### src/rtl/alu_ctrl_seq.sv
// Fetch/execute sequencer for the 9-bit ALU: fetches over req/ack, decodes, owns C/Z flags and the PC.
// Optional retired-instruction counter is built only when ALU_CTRL_PERF_CNT_EN is defined.
module alu_ctrl_seq (
    input  logic        i_clk,
    input  logic        i_reset,
    input  logic        i_start,
    input  logic [8:0]  i_instr,
    input  logic        i_imem_ack,
    input  logic        i_alu_sc_o,
    input  logic        i_alu_zero,
    output logic        o_imem_req,
    output logic [9:0]  o_pc,
    output logic [1:0]  o_Type,
    output logic [2:0]  o_M_op,
    output logic [1:0]  o_C_op,
    output logic [2:0]  o_A_op,
    output logic        o_V_op,
    output logic        o_sc_i,
    output logic [1:0]  o_ra_addr,
    output logic [1:0]  o_rb_addr,
    output logic [1:0]  o_wr_addr,
    output logic        o_wr_en,
    output logic        o_halted,
    output logic [15:0] o_retired_cnt
);

    typedef enum logic [1:0] {
        S_IDLE  = 2'd0,
        S_FETCH = 2'd1,
        S_EXEC  = 2'd2,
        S_HALT  = 2'd3
    } state_t;

    state_t      r_state;
    state_t      w_next_state;
    logic [9:0]  r_pc;
    logic [8:0]  r_instr;
    logic        r_c;
    logic        r_z;
    logic        r_imem_req;
    logic        r_halted;

    logic [1:0]  w_type;
    logic        w_is_math;
    logic        w_is_branch;
    logic        w_is_cmp;
    logic        w_is_mov;
    logic        w_is_halt;
    logic        w_flag_upd;
    logic        w_taken;
    logic [9:0]  w_offset;
    logic [9:0]  w_pc_next;

    assign w_type      = r_instr[8:7];
    assign w_is_math   = (w_type == 2'b00);
    assign w_is_branch = (w_type == 2'b01);
    assign w_is_cmp    = (w_type == 2'b10) && (r_instr[6:4] == 3'b100);
    assign w_is_mov    = (w_type == 2'b11) && !r_instr[6];
    assign w_is_halt   = (w_type == 2'b11) &&  r_instr[6];
    assign w_flag_upd  = w_is_math || w_is_cmp;

    // Branch condition uses the flags as committed before this EXEC cycle.
    always_comb begin
        w_taken = 1'b0;
        if (w_is_branch) begin
            case (r_instr[6:5])
                2'b00:   w_taken = r_z;
                2'b01:   w_taken = !r_z;
                2'b10:   w_taken = r_c;
                default: w_taken = 1'b1;
            endcase
        end
    end

    assign w_offset  = {{5{r_instr[4]}}, r_instr[4:0]};
    assign w_pc_next = w_taken ? (r_pc + w_offset) : (r_pc + 10'd1);

    always_comb begin
        w_next_state = r_state;
        o_Type       = 2'b00;
        o_M_op       = 3'b000;
        o_C_op       = 2'b00;
        o_A_op       = 3'b000;
        o_V_op       = 1'b0;
        o_sc_i       = 1'b0;
        o_ra_addr    = 2'b00;
        o_rb_addr    = 2'b00;
        o_wr_addr    = 2'b00;
        o_wr_en      = 1'b0;
        case (r_state)
            S_IDLE: begin
                if (i_start) begin
                    w_next_state = S_FETCH;
                end
            end
            S_FETCH: begin
                if (i_imem_ack) begin
                    w_next_state = S_EXEC;
                end
            end
            S_EXEC: begin
                w_next_state = w_is_halt ? S_HALT : S_FETCH;
                o_Type       = w_type;
                o_M_op       = w_is_math   ? r_instr[6:4] : 3'b000;
                o_C_op       = w_is_branch ? r_instr[6:5] : 2'b00;
                o_A_op       = (w_type == 2'b10) ? r_instr[6:4] : 3'b000;
                o_V_op       = (w_type == 2'b11) ? r_instr[6] : 1'b0;
                o_sc_i       = w_is_math ? r_c : 1'b0;
                o_ra_addr    = r_instr[3:2];
                o_rb_addr    = r_instr[1:0];
                o_wr_addr    = r_instr[3:2];
                o_wr_en      = w_is_math || w_is_mov;
            end
            default: begin
                w_next_state = S_HALT;
            end
        endcase
    end

    always_ff @(posedge i_clk or posedge i_reset) begin
        if (i_reset) begin
            r_state <= S_IDLE;
        end else begin
            r_state <= w_next_state;
        end
    end

    // Request and halted are registered from the next state so they line up with FETCH/HALT.
    always_ff @(posedge i_clk or posedge i_reset) begin
        if (i_reset) begin
            r_pc       <= 10'd0;
            r_instr    <= 9'd0;
            r_c        <= 1'b0;
            r_z        <= 1'b0;
            r_imem_req <= 1'b0;
            r_halted   <= 1'b0;
        end else begin
            r_imem_req <= (w_next_state == S_FETCH);
            r_halted   <= (w_next_state == S_HALT);
            if ((r_state == S_FETCH) && i_imem_ack) begin
                r_instr <= i_instr;
            end
            if (r_state == S_EXEC) begin
                if (w_flag_upd) begin
                    r_c <= i_alu_sc_o;
                    r_z <= i_alu_zero;
                end
                if (!w_is_halt) begin
                    r_pc <= w_pc_next;
                end
            end
        end
    end

`ifdef ALU_CTRL_PERF_CNT_EN
    logic [15:0] r_retired_cnt;

    always_ff @(posedge i_clk or posedge i_reset) begin
        if (i_reset) begin
            r_retired_cnt <= 16'd0;
        end else if ((r_state == S_EXEC) && (r_retired_cnt != 16'hFFFF)) begin
            r_retired_cnt <= r_retired_cnt + 16'd1;
        end
    end

    assign o_retired_cnt = r_retired_cnt;
`else
    assign o_retired_cnt = 16'd0;
`endif

    assign o_imem_req = r_imem_req;
    assign o_pc       = r_pc;
    assign o_halted   = r_halted;

endmodule

### config.mk
export PLATFORM = sky130hd
export DESIGN_NAME = alu_ctrl_seq
export DESIGN_NICKNAME = d
export VERILOG_FILES = /design/src/rtl/alu_ctrl_seq.sv
export SDC_FILE = /design/constraint.sdc
export NUM_CORES = 1
export LEC_CHECK = 0
export CAP_MARGIN = 40
export CORE_UTILIZATION = 44
export CTS_CLUSTER_DIAMETER = 40
export DETAILED_ROUTE_END_ITERATION = 12
export PLACE_DENSITY = 0.8
export RECOVER_POWER = 50
export SLEW_MARGIN = 20
export SYNTH_ARGS = -nofsm -noshare
export SYNTH_HDL_FRONTEND = slang
export SYNTH_SLANG_ARGS = --single-unit
export TNS_END_PERCENT = 20
### constraint.sdc
create_clock -name i_clk -period 3.81 [get_ports i_clk]
set_input_delay 0.5715 -clock i_clk [delete_from_list [all_inputs] [get_ports i_clk]]
set_output_delay 0.5715 -clock i_clk [all_outputs]
set_load 0.05 [all_outputs]
==> qor.csv, run 1 <==
stage;metric;value;unit
sta;Final period util;0.9145;
sta;final setup violation count;0;
critical_path;Slowest cell on crit path;a2111oi_0;
synthesis;XOR/XNOR Fraction of Synth Area;0.04842;
critical_path;Worst Setup Start Kind;register;
sta;Max Slew Vio Count;0;
synthesis;share of async-settable or async-resettable flops after synthesis;1.000;
routing;Final ANT Viol Nets;0;
synthesis;synth unique cells;44;
critical_path;Req. time, crit path;4000;ps
global_routing;global-route track usage on met2;0.2772;
clock_tree;Resized cells post-CTS;0;
place;DP HPWL;2.411;mm
critical_path;slowest cell delay on critical path;740;ps
run_status;status;complete, no violations;
critical_path;worst path arrival time;3670;ps
synthesis;#FFs+latches synth;25;
sta;Min Clock Period, post-route;3484;ps
synthesis;post-synthesis mux area share;0.09685;
die;CORE AREA;3442;um2
finish;utilization after layout;0.6031;
finish;most frequent cells in the layout;43 x clkdlybuf4s50_1, 25 x dfrtp_1, 16 x conb_1, 14 x nor2_1, 13 x nand2_1;
die;Die ar.;3947;um2
routing;Pre-Repair DR Iteration Count;4;
finish;Fillers;302;
die;DIE HEIGHT;62.83;um
clock_tree;H-Tree Depth;1;
synthesis;adder-cell share of the synthesized area;0.04304;
clock_tree;postcts setup bufs;0;
power_and_ir_drop;P_leak;0.0009112;uW
sta;total negative setup slack;0;ps
finish;share of layout cells above drive strength 1;0.1238;
critical_path;critical path, cell by cell;and3b_2 > a2111oi_0 > nand2_1 > fa_1 > nand2b_1 > o2bb2ai_2 > or4_4 > a21oi_2 > xor2_1;
die;Initial Utilization;0.4729;
clock_tree;root buf cell;clkbuf_8;
global_routing;Tot GR Track Use;0.1633;
critical_path;Crit Path Max Fanout;9;
sta;Worst Tran Pin Value;813.4;ps
finish;Register Area;625.6;um2
global_routing;met3 usage;0.02920;
place;GP Congestion;0.7516;
global_routing;initial antenna violation count;0;
synthesis;Post-synth top flop;dfrtp_1;
die;I/O pin cnt;62;
finish;commonest non-fill, non-tap cell in the layout;clkdlybuf4s50_1;
die;Die X;62.83;um
clock_tree;CTS Hold Bufs;0;
finish;area added between synthesis and finish;27.52;%
sta;Slew HR;0.4437;
synthesis;number of synthesized flops with an enable pin;0;
global_routing;total gr overflow;0;
power_and_ir_drop;Peak VDD IR;159.1;uV
routing;DR iter-0 viols;22;
synthesis;Compound-Gate Fraction of Synth Area;0.08455;
global_routing;vias in the first global route;1107;
die;# rows;21;
clock_tree;CTS tree;done;
power_and_ir_drop;power density over cell area;371.1;nW/um2
routing;via density per instance;4.844;
routing;DRC violation count after routing;0;
global_routing;met1 Usage GRT;0.2159;
sta;Final Skew;8.541;ps
clock_tree;insertion delay to the later sink of the worst-skew pair;260;ps
routing;Vias;1240;
synthesis;syn avg cell area;9.689;um2
finish;antenna fix cells;0;
global_routing;largest net degree at the start of global routing;16;
routing;WL final;3.036;mm
routing;Avg WL per Cell;11.86;um
global_routing;GRT busiest layer;met2;
clock_tree;Num CTS Buffers;3;
place;IO Port Bufs;45;
finish;nets@finish;231;
clock_tree;Clock transition at path regs;80;ps
run;max cap viols;0;
finish;Design Area, Final;2076;um2
synthesis;simple-gate share of the synthesized area;0.2152;
synthesis;Netlist Area Pre-Place;1628;um2
sta;final-report hold violation count;0;
place;Post-DP Area;2041;um2
synthesis;Syn. warnings;0;
global_routing;first-pass GRT wire length;5.161;mm
sta;RSZ-0062 raised after global routing;false;
synthesis;Cells after Synth;168;
clock_tree;CTS Sinks;25;
critical_path;crit end category;register;
critical_path;kind of critical path;register to register;
synthesis;Seq/Total Area, Yosys;0.3843;
clock_tree;CTS Buffer Depth;2;
sta;f_max;287.0;MHz
min_path;HP Class;register to register;
synthesis;largest family of logic cells by synthesized area;simple AND/OR/NAND/NOR gates;
finish;Multi-input gate area;854.6;um2
critical path, delay by kind of cell (launching register included):
kind | cells | cell delay [ps]
xor+xnor | 1 | 150
compound gates | 3 | 1050
flops | 1 | 540
simple gates | 4 | 1210
fa+ha+maj | 1 | 460
stage by stage:
step / hold slack (ps) / setup slack (ps) / cells / power (uW)
6_report: 475.8 / 325.9 / 256 / 770.3
5_1_grt: 496.3 / 48.54 / 256 / 814.6
4_1_cts: 483.3 / 299.9 / 256 / 777.3
3_5_place_dp: 471.9 / 330.4 / 252 / 624.6
3_3_place_gp: 461.8 / 464.2 / 251 / 613.8
2_1_floorplan: 485.1 / 745.7 / 183 / 570.2
report_power, final:
group	internal (uW)	total, uW	switching, uW
Clock	72.9	153	80.2
Sequential	306	362	56.1
Combinational	104	255	151
Total	483	770	288
state kept, by name, summed over array words and instances, names as in the netlist:
signal / flops
r_state: 2
o_pc: 10
o_halted: 1
r_z: 1
r_c: 1
r_instr: 9
o_imem_req: 1
kinds of logic (layout without fill, tap and decap cells):
family,count (synthesis),count (layout)
mux,13,13
compound gates,18,18
fa+ha+maj,5,5
buf+inv,32,59
xor+xnor,9,9
simple gates,65,65
other cells,1,16
flops,25,25
routing by layer:
| metal | routed length (um) | up-vias |
|---|---|---|
| met1 | 1425 | 586 |
| met5 | 0 | - |
| met4 | 8 | 0 |
| met3 | 159 | 2 |
| li1 | - | 611 |
| met2 | 1443 | 41 |
synthesized netlist by cell type (all sizes together), types with 2 or more instances:
cell type / number / area [um2]
mux2: 12 / 135.1
nor3: 5 / 25.02
nor4: 2 / 12.51
xnor2: 3 / 26.28
inv: 8 / 30.03
buf: 21 / 162.7
nand3: 4 / 20.02
a21oi: 4 / 23.77
nand2b: 3 / 18.77
and2: 11 / 70.07
o21ai: 5 / 25.02
dfrtp: 25 / 625.6
nor2: 14 / 52.55
clkbuf: 3 / 11.26
and3: 3 / 18.77
ha: 4 / 50.05
xor2: 6 / 52.55
nand2: 13 / 48.80
cell type report:
class                           instances  share of cell area
Clock buffer                            3             0.01989
Clock inverter                          1            0.002411
Inverter                                8             0.01447
Multi-Input combinational cell        126              0.4117
Sequential cell                        25              0.3014
Tap cell                               46             0.02773
Timing Repair Buffer                   47              0.2224
path summary, 6_finish.rpt:
path / from / to / slack [ps] / depth (start not counted)
max: r_instr[6] / o_pc[8] / 330 / 9
min: o_pc[9] / o_pc[9] / 480 / 1
max reg2reg: r_instr[6] / o_pc[8] / 330 / 9
min reg2reg: o_pc[9] / o_pc[9] / 480 / 1
max in group asynchronous: i_reset / o_pc[9] / 2090 / 3
min in group asynchronous: i_reset / r_state[1] / 740 / 2
No activity file was read; power rests on OpenSTA's default activity.
==> run 2: changes to the inputs <==
--- a/config.mk
+++ b/config.mk
@@ -6,10 +6,11 @@
 export NUM_CORES = 1
 export LEC_CHECK = 0
 export CAP_MARGIN = 40
-export CORE_UTILIZATION = 44
+export CORE_UTILIZATION = 45
+export CTS_BUF_LIST = sky130_fd_sc_hd__clkbuf_8
 export CTS_CLUSTER_DIAMETER = 40
 export DETAILED_ROUTE_END_ITERATION = 12
-export PLACE_DENSITY = 0.8
+export PLACE_DENSITY = 0.82
 export RECOVER_POWER = 50
 export SLEW_MARGIN = 20
 export SYNTH_ARGS = -nofsm -noshare
==> run 2 against run 1 <==
Effect of this change:
- sequential power about the same
- flip-flop and latch count stayed put
- global-route usage grew 1.2 points
- largest power group unchanged
==> qor.csv, run 2 (same netlist as run 1, synthesis figures left out) <==
stage;metric;value;unit;change
finish;antenna fix cells;0;;unchanged
die;I/O pin cnt;62;;unchanged
finish;area added between synthesis and finish;27.44;%;was 27.52%
global_routing;vias in the first global route;1243;;was 1,107
sta;final setup violation count;0;;unchanged
routing;DRC violation count after routing;0;;unchanged
routing;WL final;3.061;mm;was 3.036 mm
routing;Vias;1239;;was 1,240
power_and_ir_drop;Tot Pwr;767.5;uW;was 770.3 uW
global_routing;total gr overflow;0;;unchanged
die;CORE AREA;3390;um2;was 3442 um2
power_and_ir_drop;Peak VDD IR;184.7;uV;was 159.1 uV
sta;f_max;295.3;MHz;was 287.0 MHz
die;Die X;62.15;um;was 62.83 um
critical_path;Worst path top cell family by delay;simple AND/OR/NAND/NOR gates;;unchanged
finish;share of layout cells above drive strength 1;0.1190;;was 0.1238
power_and_ir_drop;P_int;481.9;uW;was 482.6 uW
clock_tree;CTS Sinks;25;;unchanged
finish;max reg flops;10;;unchanged
sta;Min Clock Period, post-route;3386;ps;was 3484 ps
power_and_ir_drop;sw frac;0.3722;;was 0.3734
clock_tree;CTS Hold Bufs;0;;unchanged
global_routing;first-pass GRT wire length;5.457;mm;was 5.161 mm
finish;Final Instance Count excl. Fillers;256;;unchanged
clock_tree;CTS Buffer Depth;2;;unchanged
die;# rows;21;;unchanged
place;GP Congestion;0.7975;;was 0.7516
power_and_ir_drop;P_leak;0.0009126;uW;was 0.0009112 uW
routing;Avg WL per Cell;11.96;um;was 11.86 um
clock_tree;root buf cell;clkbuf_8;;unchanged
critical_path;slowest cell delay on critical path;690;ps;was 740 ps
die;Die ar.;3862;um2;was 3947 um2
critical_path;crit end category;register;;unchanged
routing;via density per instance;4.840;;was 4.844
place;Post-Place Cells;252;;unchanged
clock_tree;Resized cells post-CTS;0;;unchanged
power_and_ir_drop;Logic pwr share;0.327;;was 0.331
critical_path;critical path, cell by cell;and3b_2 > a2111oi_0 > nand2_1 > fa_1 > nand2b_1 > o2bb2ai_2 > or4_4 > a21oi_2 > xor2_1;;unchanged
routing;DR iter-0 viols;35;;was 22
clock_tree;H-Tree Depth;1;;unchanged
place;Post-DP Area;2041;um2;unchanged
sta;Final period util;0.8888;;was 0.9145
die;Initial Utilization;0.4803;;was 0.4729
clock_tree;Clock transition at path regs;80;ps;about the same
routing;Final ANT Viol Nets;0;;unchanged
global_routing;initial antenna violation count;0;;unchanged
power_and_ir_drop;Clk network pwr share;0.200;;was 0.199
global_routing;GRT busiest layer;met2;;unchanged
critical_path;WP buf/inv;0;;unchanged
sta;final-report hold violation count;0;;unchanged
global_routing;met1 Usage GRT;0.2149;;was 0.2159
die;DIE HEIGHT;62.15;um;was 62.83 um
clock_tree;CTS tree;done;;unchanged
critical_path;Slowest cell on crit path;a2111oi_0;;unchanged
clock_tree;postcts setup bufs;0;;unchanged
global_routing;largest net degree at the start of global routing;16;;unchanged
finish;Design Area, Final;2074;um2;was 2076 um2
place;IO Port Bufs;45;;unchanged
global_routing;met3 usage;0.03493;;was 0.02920
sta;Max Slew Vio Count;0;;unchanged
sta;Slew HR;0.4595;;was 0.4437
global_routing;Tot GR Track Use;0.1751;;was 0.1633
sta;total negative setup slack;0;ps;unchanged
power_and_ir_drop;Seq pwr share;0.472;;was 0.470
sta;Worst Tran Pin Value;810.8;ps;was 813.4 ps
min_path;HP Class;register to register;;unchanged
critical_path;Worst Setup Start Kind;register;;unchanged
clock_tree;Num CTS Buffers;3;;unchanged
power_and_ir_drop;NetSw;285.7;uW;was 287.7 uW
global_routing;global-route track usage on met2;0.3173;;was 0.2772
sta;Final Skew;3.585;ps;was 8.541 ps
run;max cap viols;0;;unchanged
finish;nets@finish;231;;unchanged
clock_tree;insertion delay to the later sink of the worst-skew pair;270;ps;was 260 ps
critical_path;worst path arrival time;3580;ps;was 3670 ps
sta;RSZ-0062 raised after global routing;false;;unchanged
finish;commonest non-fill, non-tap cell in the layout;clkdlybuf4s50_1;;unchanged
run_status;status;complete, no violations;;unchanged
critical_path;Crit Path Max Fanout;9;;unchanged
finish;most frequent cells in the layout;43 x clkdlybuf4s50_1, 25 x dfrtp_1, 16 x conb_1, 14 x nor2_1, 13 x nand2_1;;unchanged
routing;Pre-Repair DR Iteration Count;4;;unchanged
critical_path;Req. time, crit path;4000;ps;about the same
power_and_ir_drop;power density over cell area;370.0;nW/um2;was 371.1 nW/um2
critical_path;kind of critical path;register to register;;unchanged
sta;Hold WS;475.7;ps;was 475.8 ps
place;DP HPWL;2.463;mm;was 2.411 mm
[run 2: cell types whose count changed in the layout (fill, tap and decap cells not counted), sizes merged]
cell and delta:
clkinv -1, inv +1
[run 2: worst paths after layout]
kind / slack, ps / endpoint / depth (start not counted) / from
worst max-delay path: 420 / o_pc[8] / 9 / r_instr[6]
worst min-delay path: 480 / o_pc[9] / 1 / o_pc[9]
worst max register to register: 420 / o_pc[8] / 9 / r_instr[6]
worst min register to register: 480 / o_pc[9] / 1 / o_pc[9]
max in group asynchronous: 2030 / r_instr[6] / 3 / i_reset
min in group asynchronous: 720 / o_pc[2] / 2 / i_reset
[run 2: layout make-up]
class | count | area (um2)
Fill cell | 304 | 1315
Multi-Input combinational cell | 126 | 854.6
Sequential cell | 25 | 625.6
Timing Repair Buffer | 47 | 461.7
Tap cell | 46 | 57.56
Clock buffer | 3 | 41.29
Inverter | 8 | 30.03
Clock inverter | 1 | 3.754
[run 2: metrics by stage]
step	setup WS (ps)	util
after CTS	371.3	0.6154
after detailed placement	445.8	0.6021
after floorplan	745.7	-
final	423.8	0.6120
after global placement	519.4	0.5976
after global routing	134.9	0.6120
[run 2: power groups by stage]
stage          logic (uW)  clock network [uW]  registers, uW
6_report              251                 154            362
5_1_grt               276                 172            372
4_1_cts               256                 159            363
3_5_place_dp          255                   0            368
3_3_place_gp          249                   0            367
2_1_floorplan         190                   0            381
[run 2: layer usage]
metal | up-vias | routed length, um | share of wire
met5 | - | 0 | 0
met4 | 0 | 25 | 0.0082
met1 | 571 | 1268 | 0.41
met2 | 48 | 1551 | 0.51
met3 | 3 | 216 | 0.071
li1 | 617 | - | -
==> run 3: changes to the inputs <==
--- a/config.mk
+++ b/config.mk
@@ -5,7 +5,6 @@
 export SDC_FILE = /design/constraint.sdc
 export NUM_CORES = 1
 export LEC_CHECK = 0
-export CAP_MARGIN = 40
 export CORE_UTILIZATION = 45
 export CTS_BUF_LIST = sky130_fd_sc_hd__clkbuf_8
 export CTS_CLUSTER_DIAMETER = 40
==> run 3 against run 2 <==
Effect of this change:
- total power down 0.21%
- non-clock buffer count shrank 1
- clock power about the same
==> qor.csv, run 3 (same netlist as run 1, synthesis figures left out) <==
stage;metric;value;unit;change
run_status;status;complete, no violations;;unchanged
place;DP HPWL;2.363;mm;was 2.463 mm
routing;WL final;3.042;mm;was 3.061 mm
clock_tree;Num CTS Buffers;3;;unchanged
routing;Vias;1221;;was 1,239
global_routing;global-route track usage on met2;0.3228;;was 0.3173
place;Post-Place Cells;251;;was 252
sta;RSZ-0062 raised after global routing;false;;unchanged
sta;Min Clock Period, post-route;3378;ps;was 3386 ps
power_and_ir_drop;P_leak;0.0009114;uW;was 0.0009126 uW
die;CORE AREA;3390;um2;unchanged
routing;DRC violation count after routing;0;;unchanged
clock_tree;Resized cells post-CTS;0;;unchanged
finish;area added between synthesis and finish;27.21;%;was 27.44%
finish;Final Instance Count excl. Fillers;255;;was 256
min_path;HP Class;register to register;;unchanged
finish;utilization after layout;0.6109;;was 0.6120
global_routing;first-pass GRT wire length;5.437;mm;was 5.457 mm
sta;f_max;296.0;MHz;was 295.3 MHz
routing;Avg WL per Cell;11.93;um;was 11.96 um
sta;Max Slew Vio Count;0;;unchanged
power_and_ir_drop;power density over cell area;369.9;nW/um2;was 370.0 nW/um2
sta;final setup violation count;0;;unchanged
global_routing;GRT busiest layer;met2;;unchanged
place;Post-DP Area;2026;um2;was 2041 um2
global_routing;Tot GR Track Use;0.1748;;was 0.1751
global_routing;largest net degree at the start of global routing;26;;was 16
clock_tree;CTS Hold Bufs;0;;unchanged
clock_tree;root buf cell;clkbuf_8;;unchanged
critical_path;crit end category;register;;unchanged
sta;Hold WS;474.2;ps;was 475.7 ps
die;I/O pin cnt;62;;unchanged
sta;Final period util;0.8866;;was 0.8888
global_routing;initial antenna violation count;0;;unchanged
critical_path;Worst Setup Start Kind;register;;unchanged
sta;Worst Tran Pin Value;940.5;ps;was 810.8 ps
die;Die ar.;3862;um2;unchanged
routing;via density per instance;4.788;;was 4.840
critical_path;Req. time, crit path;4010;ps;was 4000 ps
sta;total negative setup slack;0;ps;unchanged
die;# rows;21;;unchanged
global_routing;met3 usage;0.03309;;was 0.03493
clock_tree;insertion delay to the later sink of the worst-skew pair;270;ps;about the same
die;Initial Utilization;0.4803;;unchanged
run;max cap viols;0;;unchanged
critical_path;WP buf/inv;0;;unchanged
routing;Pre-Repair DR Iteration Count;4;;unchanged
critical_path;Worst path top cell family by delay;simple AND/OR/NAND/NOR gates;;unchanged
finish;share of layout cells above drive strength 1;0.1196;;was 0.1190
finish;commonest non-fill, non-tap cell in the layout;clkdlybuf4s50_1;;unchanged
die;DIE HEIGHT;62.15;um;unchanged
finish;max reg flops;10;;unchanged
clock_tree;CTS Buffer Depth;2;;unchanged
power_and_ir_drop;Peak VDD IR;185.3;uV;was 184.7 uV
clock_tree;CTS tree;done;;unchanged
routing;DR iter-0 viols;46;;was 35
place;GP Congestion;0.7975;;unchanged
clock_tree;H-Tree Depth;1;;unchanged
global_routing;met1 Usage GRT;0.2066;;was 0.2149
clock_tree;Clock transition at path regs;80;ps;about the same
critical_path;worst path arrival time;3570;ps;was 3580 ps
critical_path;critical path, cell by cell;and3b_2 > a2111oi_0 > nand2_1 > fa_1 > nand2b_1 > o2bb2ai_2 > or4_4 > a21oi_2 > xor2_1;;unchanged
finish;antenna fix cells;0;;unchanged
finish;most frequent cells in the layout;43 x clkdlybuf4s50_1, 25 x dfrtp_1, 16 x conb_1, 14 x nor2_1, 13 x nand2_1;;unchanged
critical_path;kind of critical path;register to register;;unchanged
finish;Design Area, Final;2071;um2;was 2074 um2
die;Die X;62.15;um;unchanged
clock_tree;CTS Sinks;25;;unchanged
sta;Final Skew;2.798;ps;was 3.585 ps
critical_path;Crit Path Max Fanout;9;;unchanged
critical_path;reg-to-reg setup timing slack;430;ps;was 420 ps
global_routing;vias in the first global route;1238;;was 1,243
sta;Slew HR;0.3723;;was 0.4595
finish;nets@finish;230;;was 231
routing;Final ANT Viol Nets;0;;unchanged
global_routing;total gr overflow;0;;unchanged
critical_path;slowest cell delay on critical path;700;ps;was 690 ps
place;IO Port Bufs;45;;unchanged
sta;final-report hold violation count;0;;unchanged
clock_tree;postcts setup bufs;0;;unchanged
critical_path;Slowest cell on crit path;a2111oi_0;;unchanged
## run 3: cell type report
type | count | area, um2
multi-input cells | 126 | 854.6
clock buffers | 3 | 41.29
clock inverters | 1 | 3.754
well taps | 46 | 57.56
flip-flops and latches | 25 | 625.6
fillers | 304 | 1319
inverters | 8 | 30.03
repair buffers | 46 | 457.9
## run 3: worst paths after layout
kind,cells after the start,to,startpoint
setup / recovery,9,o_pc[8],r_instr[6]
hold / removal,1,o_pc[9],o_pc[9]
setup reg to reg,9,o_pc[8],r_instr[6]
hold reg to reg,1,o_pc[9],o_pc[9]
max in group asynchronous,2,o_pc[9],i_reset
min in group asynchronous,2,o_pc[1],i_reset
## run 3: worst register-to-register path, delay by kind of cell, from the launching register on
kind / cells / cell delay (ps)
compound gates: 3 / 1010
xor+xnor: 1 / 150
fa+ha+maj: 1 / 450
flops: 1 / 510
simple gates: 4 / 1190
## run 3: report_power, final
part	internal (uW)	total (uW)	switching (uW)
combinational	103	251	147
sequential	306	363	57.1
clock	72.1	152	80.2
## run 3: through the flow
stage          setup WS, ps  power (uW)
4_1_cts               396.0       775.0
2_1_floorplan         745.7       570.2
3_5_place_dp          464.0       620.8
6_report              432.0       765.9
5_1_grt               175.8       816.7
3_3_place_gp          519.4       615.4
## run 3: per-layer routing
metal | part of all wire | wire [um] | up-vias
li1 | - | - | 607
met2 | 0.50 | 1534 | 43
met1 | 0.43 | 1314 | 569
met3 | 0.058 | 176 | 2
met5 | 0 | 0 | -
met4 | 0.0053 | 16 | 0
